--- config.mk ---
export PLATFORM = sky130hd
export DESIGN_NAME = mem_fill_ctrl
export DESIGN_NICKNAME = d
export VERILOG_FILES = /design/src/rtl/cache_pkg.sv /design/src/rtl/fill_counter.sv /design/src/rtl/mem_fill_ctrl.sv
export SDC_FILE = /design/constraint.sdc
export NUM_CORES = 1
export LEC_CHECK = 0
export CAP_MARGIN = 40
export CORE_UTILIZATION = 39
export DETAILED_ROUTE_END_ITERATION = 12
export GPL_TIMING_DRIVEN = 0
export PLACE_DENSITY = 0.93
export SYNTH_ARGS = -nofsm -noshare
export SYNTH_HDL_FRONTEND = slang
export SYNTH_HIERARCHICAL = 1
export SYNTH_SLANG_ARGS = --single-unit
--- constraint.sdc ---
create_clock -name clk -period 2.84 [get_ports clk]
set_input_delay 0.568 -clock clk [delete_from_list [all_inputs] [get_ports clk]]
set_output_delay 0.568 -clock clk [all_outputs]
set_load 0.005 [all_outputs]
--- src/rtl/cache_pkg.sv ---
// Shared definitions for the cache miss/fill path: FSM states, owner encoding,
// block geometry and address masking.
package cache_pkg;

    typedef enum logic [1:0] {
        IDLE = 2'd0,
        FILL = 2'd1,
        DONE = 2'd2
    } fillState_e;

    typedef enum logic {
        OWNER_D = 1'b0,
        OWNER_I = 1'b1
    } owner_e;

    localparam int unsigned BLOCK_BYTES = 16;
    localparam int unsigned WORD_IDX_W  = 3;
    localparam int unsigned CNT_W       = 4;
    localparam logic [15:0] OFFSET_MASK = 16'hFFF0;

    function automatic logic [15:0] blockBase(input logic [15:0] addr);
        return addr & OFFSET_MASK;
    endfunction

endpackage

--- src/rtl/fill_counter.sv ---
// Saturating word counter for the fill engine; clear has priority over increment.
module fill_counter
    import cache_pkg::*;
#(
    parameter int unsigned MAX = 8
) (
    input  logic             clk,
    input  logic             rst_n,
    input  logic             clr,
    input  logic             inc,
    output logic [CNT_W-1:0] count
);

    always_ff @(posedge clk) begin
        if (!rst_n || clr) begin
            count <= '0;
        end else if (inc && (count != CNT_W'(MAX))) begin
            count <= count + CNT_W'(1);
        end
    end

endmodule

--- src/rtl/mem_fill_ctrl.sv ---
// Shared I/D-cache miss handler: arbitrates misses and write-through stores onto
// one memory port and streams 8-word blocks back into the owning cache.
module mem_fill_ctrl
    import cache_pkg::*;
#(
    parameter int unsigned MEM_LATENCY     = 4,
    parameter int unsigned WORDS_PER_BLOCK = BLOCK_BYTES / 2
) (
    input  logic        clk,
    input  logic        rst_n,
    input  logic        i_miss,
    input  logic [15:0] i_miss_addr,
    input  logic        d_miss,
    input  logic [15:0] d_miss_addr,
    input  logic        d_store,
    input  logic [15:0] d_store_addr,
    input  logic [15:0] d_store_data,
    output logic        mem_en,
    output logic        mem_wr,
    output logic [15:0] mem_addr,
    output logic [15:0] mem_wdata,
    input  logic        mem_data_valid,
    input  logic [15:0] mem_rdata,
    output logic [15:0] fill_data,
    output logic [2:0]  fill_word,
    output logic        i_fill_we,
    output logic        d_fill_we,
    output logic        i_tag_we,
    output logic        d_tag_we,
    output logic        i_fill_done,
    output logic        d_fill_done,
    output logic        d_store_done,
    output logic        busy
);

    // Only the 8-word block with a non-zero memory latency is supported.
    if (MEM_LATENCY == 0 || WORDS_PER_BLOCK != 8) begin : gUnsupportedConfig
    end

    fillState_e             state, nextState;
    owner_e                 owner;
    logic [15:0]            base;
    logic [15:0]            fillDataQ;
    logic [WORD_IDX_W-1:0]  fillWordQ;
    logic                   fillWeQ;
    logic [CNT_W-1:0]       issueCnt, recvCnt;
    logic                   issueFull, recvFull;
    logic                   storeGo, acceptMiss, recvGo, inFill;

    assign inFill     = (state == FILL);
    assign issueFull  = issueCnt[CNT_W-1];
    assign recvFull   = recvCnt[CNT_W-1];
    // d_miss outranks the store, which outranks i_miss.
    assign storeGo    = (state == IDLE) && !d_miss && d_store;
    assign acceptMiss = (state == IDLE) && (d_miss || (!d_store && i_miss));
    assign recvGo     = inFill && mem_data_valid && !recvFull;

    fill_counter #(.MAX(WORDS_PER_BLOCK)) uIssueCnt (
        .clk   (clk),
        .rst_n (rst_n),
        .clr   (!inFill),
        .inc   (inFill),
        .count (issueCnt)
    );

    fill_counter #(.MAX(WORDS_PER_BLOCK)) uRecvCnt (
        .clk   (clk),
        .rst_n (rst_n),
        .clr   (!inFill),
        .inc   (recvGo),
        .count (recvCnt)
    );

    always_ff @(posedge clk) begin
        if (!rst_n) begin
            state <= IDLE;
        end else begin
            state <= nextState;
        end
    end

    always_comb begin
        nextState = state;
        case (state)
            IDLE:    if (acceptMiss) nextState = FILL;
            FILL:    if (recvFull)   nextState = DONE;
            DONE:    nextState = IDLE;
            default: nextState = IDLE;
        endcase
    end

    always_ff @(posedge clk) begin
        if (!rst_n) begin
            owner     <= OWNER_D;
            base      <= '0;
            fillDataQ <= '0;
            fillWordQ <= '0;
            fillWeQ   <= 1'b0;
        end else begin
            if (acceptMiss) begin
                owner <= d_miss ? OWNER_D : OWNER_I;
                base  <= blockBase(d_miss ? d_miss_addr : i_miss_addr);
            end
            fillWeQ <= recvGo;
            if (recvGo) begin
                fillDataQ <= mem_rdata;
                fillWordQ <= recvCnt[WORD_IDX_W-1:0];
            end
        end
    end

    always_comb begin
        mem_en       = 1'b0;
        mem_wr       = 1'b0;
        mem_addr     = '0;
        mem_wdata    = '0;
        d_store_done = 1'b0;
        i_tag_we     = 1'b0;
        d_tag_we     = 1'b0;
        i_fill_done  = 1'b0;
        d_fill_done  = 1'b0;
        fill_data    = fillDataQ;
        fill_word    = fillWordQ;
        i_fill_we    = fillWeQ && (owner == OWNER_I);
        d_fill_we    = fillWeQ && (owner == OWNER_D);
        busy         = (state != IDLE);
        case (state)
            IDLE: begin
                if (storeGo) begin
                    mem_en       = 1'b1;
                    mem_wr       = 1'b1;
                    mem_addr     = d_store_addr;
                    mem_wdata    = d_store_data;
                    d_store_done = 1'b1;
                end
            end
            FILL: begin
                if (!issueFull) begin
                    mem_en   = 1'b1;
                    mem_addr = base | {11'b0, issueCnt, 1'b0};
                end
            end
            DONE: begin
                i_tag_we    = (owner == OWNER_I);
                d_tag_we    = (owner == OWNER_D);
                i_fill_done = (owner == OWNER_I);
                d_fill_done = (owner == OWNER_D);
            end
            default: ;
        endcase
    end

endmodule

; ---- After elaboration in Yosys (flattened, before gate mapping)
; Cells that the tools add are included.
[word_totals]
elab_cells = 54
register_bits = 43
[op_classes]
n_eq_ne = 6
n_reduce_logical = 20
bitwise_logic = 2
mux = 16
n_addsub = 2
[op_table]
columns = operator, n
row1 = $mux W16, 5
row2 = $pmux W16 S2, 1
row3 = $or A16 B5 Y16, 1
row4 = $logic_and A1 B1 Y1, 10
row5 = $add A4 B1 Y4 const B, 2
row6 = $ne A4 B4 Y1 const B, 2
row7 = $mux W1, 6
row8 = $logic_not A1 Y1, 5
row9 = $mux W2, 2
row10 = $pmux W2 S2, 1
row11 = $eq A2 B1 Y1 const B, 1
row12 = $eq A2 B2 Y1 const B, 1
row13 = $logic_not A2 Y1, 1
row14 = $logic_or A1 B1 Y1, 2
row15 = $ne A2 B1 Y1 const B, 1
row16 = $ne A2 B2 Y1 const B, 1
row17 = $pmux W1 S2, 1
row18 = $reduce_and A2 Y1, 1
row19 = $reduce_bool A2 Y1, 1
row20 = $not A1 Y1, 1

; ---- Logic depth before layout (Yosys ltp)
; Gate-level depths: netlist of run 1.
[depth]
depth_word = 6
mapped_depth = 5
mapped_depth_nobuf = 5

; ---- By module
; The synthesis of run 1 kept the hierarchy.
[by_module_without_submodules]
columns = mod, seq_area_each_um2, area_each_um2, cells_each, instances
row1 = mem_fill_ctrl, 700.7, 1805.5, 214, 1
row2 = fill_counter, 80.1, 224.0, 23, 2

; ---- Worst setup path after synthesis of run 1
; Ideal clock, no wire load.
[synth_timing]
path_type = input port to output port
start = in d_miss
end = out mem_wdata[10]
setup_slack_ns = 0.868
stages = 4
t_required_ns = 2.272
t_arrival_ns = 1.404
path_buffers = 2
path_cell_list = buf_2 nor4b_4 buf_2 and2_1
[synth_between]
elab_chain_len = 5
[synth_rtl]
columns = element, line_no
row1 = "start, declared", mem_fill_ctrl.sv:13  ; input logic d_miss,
row2 = $logic_not A1 Y1, mem_fill_ctrl.sv:54  ; assign storeGo = (state == IDLE) && !d_miss && d_store;
row3 = $logic_and A1 B1 Y1 (2 in series), mem_fill_ctrl.sv:54
row4 = $mux W16, mem_fill_ctrl.sv:129  ; if (storeGo) begin
row5 = $mux W16, mem_fill_ctrl.sv:127  ; case (state)
row6 = "end, declared", mem_fill_ctrl.sv:21  ; output logic [15:0] mem_wdata,
; Every way passes these cells.

; ---- Worst setup path in the final report of run 1
[layout_timing]
start = in d_store
end = out mem_addr[9]
[layout_between]
elab_chain_len = 3
[layout_rtl]
columns = element, line_no
row1 = "start, declared", mem_fill_ctrl.sv:15  ; input logic d_store,
row2 = $logic_and A1 B1 Y1, mem_fill_ctrl.sv:54
row3 = $mux W16, mem_fill_ctrl.sv:129
row4 = $pmux W16 S2, mem_fill_ctrl.sv:127
row5 = "end, declared", mem_fill_ctrl.sv:20  ; output logic [15:0] mem_addr,
; Every way passes these cells.

==> impl_results.md, run 1 <==
* Run status: finished, final reports clean
* Synthesis-to-finish area growth at 70.79%
* Initial core utilization at 0.4067
* Buffer cell driving the clock tree root: sky130_fd_sc_hd__clkbuf_8
* Area of the die at around 6100 um2
* Fin util at 0.6947
* Via count at roughly 2.4k
* Final Hold Slack at around 0.45 ns
* Clock Pin Slew Worst Setup and Hold Paths at approximately 0.080 ns
* Total track usage at 0.2279
* Share of layout cells above drive strength 1 at 0.1171
* Post-route antenna net violation count at 0
* NumNets Final at between 400 and 500
* Ratio of total power to cell area at ~360 nW/um2
* DP Wirelength at between 5000 and 6000 um
* Peak clock frequency supported by timing at between 0.3 and 0.4 GHz
* Setup violators final at 0
* Total of hold buffers inserted after clock tree synthesis at 0
* First DRT Iteration DRCs at between 80 and 90
* RSZ-0062 raised after global routing: true
* Crit path arrival time at 2.23 ns
* Top fanout value on the critical path at 10
* PnR Total Power at 1397 uW
* Top library cells by usage in the layout, fill and taps aside: sky130_fd_sc_hd__clkdlybuf4s50_1, sky130_fd_sc_hd__nand2_1, sky130_fd_sc_hd__dfxtp_1
* Startpoint types: input port
* Max Clock Skew at between 0.004 and 0.005 ns
* Relative slew slack at 0.6680
* Port Buffers at approximately 140
* Final Slew Violations at 0
* Clock net sink count at 43
* Routed Wire Length at just over 7000 um
* Total overflow reported by the global router at 0
* Remaining routing DRC violations at 0
* Final Cycle Share at 0.9864
* Flip-flop and latch count after synthesis at 43
* Capturing element type of the critical path: output pin
* Cell row count at 27
* Wire length of the first global-routing pass at 11100 um
* Register Area at 860.8 um2
* Top Ports at about 150
* Share of the synthesized area in the top cell type at 0.3820
* Wire per inst at around 15 um
* CTS Buf Count at 5
* Total of warnings raised by yosys at 6
* Biggest area contributors in the synthesized netlist: sky130_fd_sc_hd__dfxtp_1, sky130_fd_sc_hd__nand2_1, sky130_fd_sc_hd__mux2_2
* Routability cong. at 0.7342
* Horiz. Die Dim at roughly 78 um
* Count of inserted antenna diode cells at 0
* First-pass iteration count of the detailed router at 4
* Filler cell count in the final layout at between 400 and 500
* Pin count of the biggest net entering global routing at 17
* Clk Latency, worst-skew pair at 0.29 ns
* Initial antenna violation count at 0
* Critical path type: input port to output pin
* Worst hold path type: flip-flop to flip-flop
* H-tree depth at 2
* Synth cell types at 34
* Time the final worst path needs with I/O delays and setup at ~2.8 ns
* Synth Net Count at 350
* Number of instances in the synthesized netlist at 260
* Sequential cell area fraction in the yosys report at 0.3820
* Worst Tran Pin Value at between 0.4 and 0.5 ns
* Buffer depth of the longest clock path at 2
* Via count of the first global-routing pass at around 2.4k
* Multi-input gate area at between 1000 and 1500 um2
* Netlist area before placement at roughly 2300 um2
* Leakage dissipation at between 0.0015 and 0.002 uW
* Total of max-cap violations at 0
* Final Hold Vio Count at 0
* Worst voltage drop across the vdd grid at about 0.44 mV
* Avg Cell Area, Syn at between 8 and 9 um2
* Cell type with the largest total area after synthesis: sky130_fd_sc_hd__dfxtp_1
* CP required at around 2.3 ns
* Floorplan die height at just under 80 um
* Most common cell after layout, fill and taps aside: sky130_fd_sc_hd__clkdlybuf4s50_1
* Floorplan core area at around 5500 um2
* Vias per cell at ~4.9
* Clock tree from TritonCTS: yes
state kept, by name (all words and copies together), names as in the netlist:
signal / cells
fill_data: 16
base: 12
uIssueCnt/count: 4
uRecvCnt/count: 4
fill_word: 3
state: 2
fillWeQ: 1
owner: 1
synthesized netlist by cell type, drive strengths merged:
cell type  number
a21o            2
a21oi           7
a221oi          1
a22o           15
and2           19
and3            3
and4bb          1
buf            16
clkbuf          5
dfxtp          43
ha              4
inv             8
mux2           12
mux2i          12
nand2          47
nand2b          4
nand3          21
nand3b          2
nand4           2
nand4b          2
nor2            4
nor2b           2
nor3b           2
nor4b           1
o21ai          20
o21ba           2
or2             1
xor2            2
per-layer routing:
layer	vias up	global-route usage	wire, um
met2	93	0.4310	3512
met1	1091	0.2464	2805
li1	1188	-	-
met5	-	0	0
met3	7	0.08256	666
met4	0	0.03333	62
final timing paths:
path,startpoint,end,slack (ns),cells after the start
worst max register to register,state[0]$_SDFFE_PN0P_,uRecvCnt/count[3]$_SDFFE_PP0P_,1.32,5
worst min-delay path,fill_data[4]$_SDFFE_PN0P_,fill_data[4]$_SDFFE_PN0P_,0.45,2
worst min register to register,fill_data[4]$_SDFFE_PN0P_,fill_data[4]$_SDFFE_PN0P_,0.45,2
worst max-delay path,d_store,mem_addr[9],0.04,6
cell families (layout without fill, tap and decap cells):
group / count (synthesis) / after routing / synth area share
xor gates and xnor gates: 2 / 2 / 0.007775
muxes: 24 / 24 / 0.1133
and+or+nand+nor: 111 / 111 / 0.2715
buffers and inverters: 29 / 179 / 0.06274
adders and majority gates: 4 / 4 / 0.02221
AOI/OAI and AO/OA: 47 / 47 / 0.1405
DFF: 43 / 43 / 0.3820
worst max-delay path, cell delays in order:
cell and delay (ns):
sky130_fd_sc_hd__clkdlybuf4s50_1 0.47, sky130_fd_sc_hd__nor4b_4 0.19, sky130_fd_sc_hd__buf_4 0.19, sky130_fd_sc_hd__buf_6 0.15
sky130_fd_sc_hd__a22o_1 0.14, sky130_fd_sc_hd__clkdlybuf4s50_1 0.51
stage by stage:
stage	TNS, ns	setup WS (ns)	instance area, um2	instances
2_1_floorplan	0	0.8679	2253	260
3_3_place_gp	-0.3203	-0.04421	3715	469
3_5_place_dp	-0.8558	-0.06000	3715	469
4_1_cts	-0.009242	-0.006865	3817	479
5_1_grt	-0.4500	-0.04515	3849	482
6_report	0	0.03859	3849	482
cell type report:
class,instances,area share
clock inverters,2,0.003251
repair buffers,142,0.3667
inverters,8,0.007802
multi-input cells,188,0.3251
plain buffers,21,0.03121
clock buffers,6,0.01886
well taps,72,0.02341
flip-flops and latches,43,0.2237
what timing repair did:
action | CTS | global route
endpoints found under the hold margin | 0 | 0
buffers inserted | 2 | 2
gates resized for setup | 1 | 6
gates cloned | 0 | 1
endpoints found under the setup margin | 30 | 32
power breakdown:
part           internal (uW)  total (uW)  switching (uW)  leakage [uW]
Sequential               633         652            18.9      0.000351
Clock                    172         381             209     0.0000412
Combinational            231         364             133       0.00115
Note: power is estimated with default switching activity, not from simulation.
==> inputs of run 2 (changes only) <==
Settings changed: CORE_UTILIZATION 39 to 50, DONT_BUFFER_PORTS set to 1, PLACE_DENSITY 0.93 to 0.72.
==> run 2 against run 1 <==
Compared with the run above:
- largest power group unchanged
- register-to-register slack improved by 0.04 ns
- critical path type is now flip-flop to output pin
- final cell count fell by 34%
- critical path depth shrank 3
- total power shrank 1.2%
- clock skew is 0.0030 ns higher
- clock power grew 45%
- cell area fell by 36%
- maximum frequency increased by 29%
- largest cell class is now multi-input combinational cells
- hold slack worse by 0.043 ns
==> impl_results.md, run 2 (synthesis results as in run 1) <==
* H-tree depth at 2
* First DRT Iteration DRCs at 87
* CP required at between 2 and 2.5 ns
* Count of instances resized after the clock tree is built at 0
* Number of flip-flops in the largest register at 16
* Critical path type: flip-flop to output pin
* Wire length of the first global-routing pass at around 8500 um
* Port Buffers at 0
* Synthesis-to-finish area growth at 8.773%
* Max Clock Skew at 0.007866 ns
* Leakage dissipation at roughly 0.001 uW
* Clk Latency, worst-skew pair at a little under 0.3 ns
* Remaining routing DRC violations at 0
* Run status: finished, final reports clean
* Via count of the first global-routing pass at 1881
* R2R Setup Slk at about 1.4 ns
* Ratio of total power to cell area at around 560 nW/um2
* Sw power at around 320 uW
* Share of layout cells above drive strength 1 at 0.1604
* Worst voltage drop across the vdd grid at between 0.3 and 0.4 mV
* Final Hold Vio Count at 0
* Worst setup path endpoint: mem_addr[9]
* Largest stage delay on the critical path at between 0.4 and 0.5 ns
* Worst hold path type: input port to flip-flop
* NumNets Final at roughly 360
* Most common cell after layout, fill and taps aside: sky130_fd_sc_hd__nand2_1
* Final Cycle Share at 0.7627
* Final Hold Slack at just over 0.4 ns
* Combinational share of power at 0.125
* Cell class contributing the biggest share of worst-path delay: simple AND/OR/NAND/NOR gates
* DP Wirelength at a little over 4000 um
* Clock net sink count at 43
* Top library cells by usage in the layout, fill and taps aside: sky130_fd_sc_hd__nand2_1, sky130_fd_sc_hd__dfxtp_1, sky130_fd_sc_hd__nand3_1
* Clock Pin Slew Worst Setup and Hold Paths at roughly 0.080 ns
* Initial core utilization at 0.5175
* Capturing element type of the critical path: output pin
* Number of buffer and inverter instances along the worst setup path at 1
* Setup violators final at 0
* Top Ports at 147
* Slowest-stage cell, CP: sky130_fd_sc_hd__nor4b_4
* First-pass iteration count of the detailed router at 4
* Area of the die at 4779 um2
* Clock tree from TritonCTS: yes
* Worst setup startpoint: state[0]$_SDFFE_PN0P_
* Startpoint types: flip-flop
* Total of hold buffers inserted after clock tree synthesis at 0
* Sequential share of power at 0.474
* Clock group share of total power at 0.401
* Via count at around 1.9k
* Crit path arrival time at between 1.5 and 2 ns
* Count of inserted antenna diode cells at 0
* Horiz. Die Dim at around 69 um
* Final Cell Area at roughly 2500 um2
* R2r endpoint: uRecvCnt/count[3]$_SDFFE_PP0P_
* Peak clock frequency supported by timing at between 0.4 and 0.5 GHz
* Placed inst area at 2318 um2
* Worst Tran Pin Value at roughly 0.53 ns
* Post-CTS Setup Repair Bufs at 0
* Pin count of the biggest net entering global routing at 17
* Switching portion of total power at 0.2338
* Total negative setup slack at 0 ns
* Worst reg-to-reg path cell count at 5
* Relative slew slack at 0.6439
* Buffer depth of the longest clock path at 2
* Post-route antenna net violation count at 0
* Routed Wire Length at ~5300 um
* Cell row count at 24
* Total track usage at 0.2221
* Total of max-cap violations at 0
* Worst r2r src: state[0]$_SDFFE_PN0P_
* RSZ-0062 raised after global routing: false
* Internal power at between 1000 and 1500 uW
* Floorplan die height at ~69 um
* Initial antenna violation count at 0
* Total overflow reported by the global router at 0
* Vias per cell at just under 6
* Time the final worst path needs with I/O delays and setup at 2.166 ns
* Floorplan core area at roughly 4400 um2
* Wire per inst at between 15 and 20 um
* Critical path, cell by cell: nor4b_4 -> buf_4 -> a22o_1
* CTS Buf Count at 5
* Buffer cell driving the clock tree root: sky130_fd_sc_hd__clkbuf_8
* Fin util at 0.5629
* Final Slew Violations at 0
* Routability cong. at between 0.7 and 0.8
* Top fanout value on the critical path at 10
* PnR Total Power at ~1400 uW
* Crit. path cell count at 3
-- run 2: cell types whose count changed in the layout (fill, tap and decap cells not counted) --
cell,before,now
sky130_fd_sc_hd__buf_2,7,8
sky130_fd_sc_hd__buf_4,11,6
sky130_fd_sc_hd__buf_6,1,0
sky130_fd_sc_hd__bufinv_16,0,2
sky130_fd_sc_hd__clkdlybuf4s50_1,135,0
sky130_fd_sc_hd__clkinv_2,1,0
sky130_fd_sc_hd__clkinvlp_4,1,0
sky130_fd_sc_hd__dlymetal6s2s_1,2,0
-- run 2: metal layers --
layer,global-route usage,vias up,part of all wire
met5,0,-,0
met2,0.3959,93,0.49
met1,0.2505,863,0.42
met4,0.07937,0,0.024
li1,-,905,-
met3,0.06287,11,0.072
-- run 2: layout make-up --
| class | count | area (um2) |
|---|---|---|
| Tap cell | 52 | 65.06 |
| Sequential cell | 43 | 860.8 |
| Fill cell | 394 | 1903 |
| Multi-Input combinational cell | 188 | 1251 |
| Inverter | 8 | 30.03 |
| Clock buffer | 6 | 72.57 |
| Buffer | 21 | 111.4 |
| Clock inverter | 2 | 60.06 |
-- run 2: worst min path at each step --
stage | startpoint | end | slack [ns] | cells after the start
final | mem_rdata[15] | fill_data[15]$_SDFFE_PN0P_ | 0.41 | 2
after global routing | mem_rdata[2] | fill_data[2]$_SDFFE_PN0P_ | 0.42 | 2
after CTS | mem_rdata[6] | fill_data[6]$_SDFFE_PN0P_ | 0.40 | 2
after detailed placement | base[7]$_SDFFE_PN0P_ | base[7]$_SDFFE_PN0P_ | 0.45 | 2
after global placement | base[12]$_SDFFE_PN0P_ | base[12]$_SDFFE_PN0P_ | 0.45 | 2
after floorplan | base[10]$_SDFFE_PN0P_ | base[10]$_SDFFE_PN0P_ | 0.44 | 2
-- run 2: power groups by stage --
| stage | clock [uW] | sequential, uW | combinational [uW] |
|---|---|---|---|
| 5_1_grt | 587 | 658 | 191 |
| 4_1_cts | 565 | 654 | 174 |
| 3_3_place_gp | 0 | 668 | 170 |
| 2_1_floorplan | 0 | 662 | 140 |
| 6_report | 553 | 653 | 172 |
| 3_5_place_dp | 0 | 668 | 173 |
-- run 2: per-stage QoR --
stage	worst slack, ns	cells
after floorplan	0.8679	260
after global placement	0.6793	312
after detailed placement	0.6881	312
after CTS	0.6591	320
after global routing	0.5315	320
final	0.6738	320
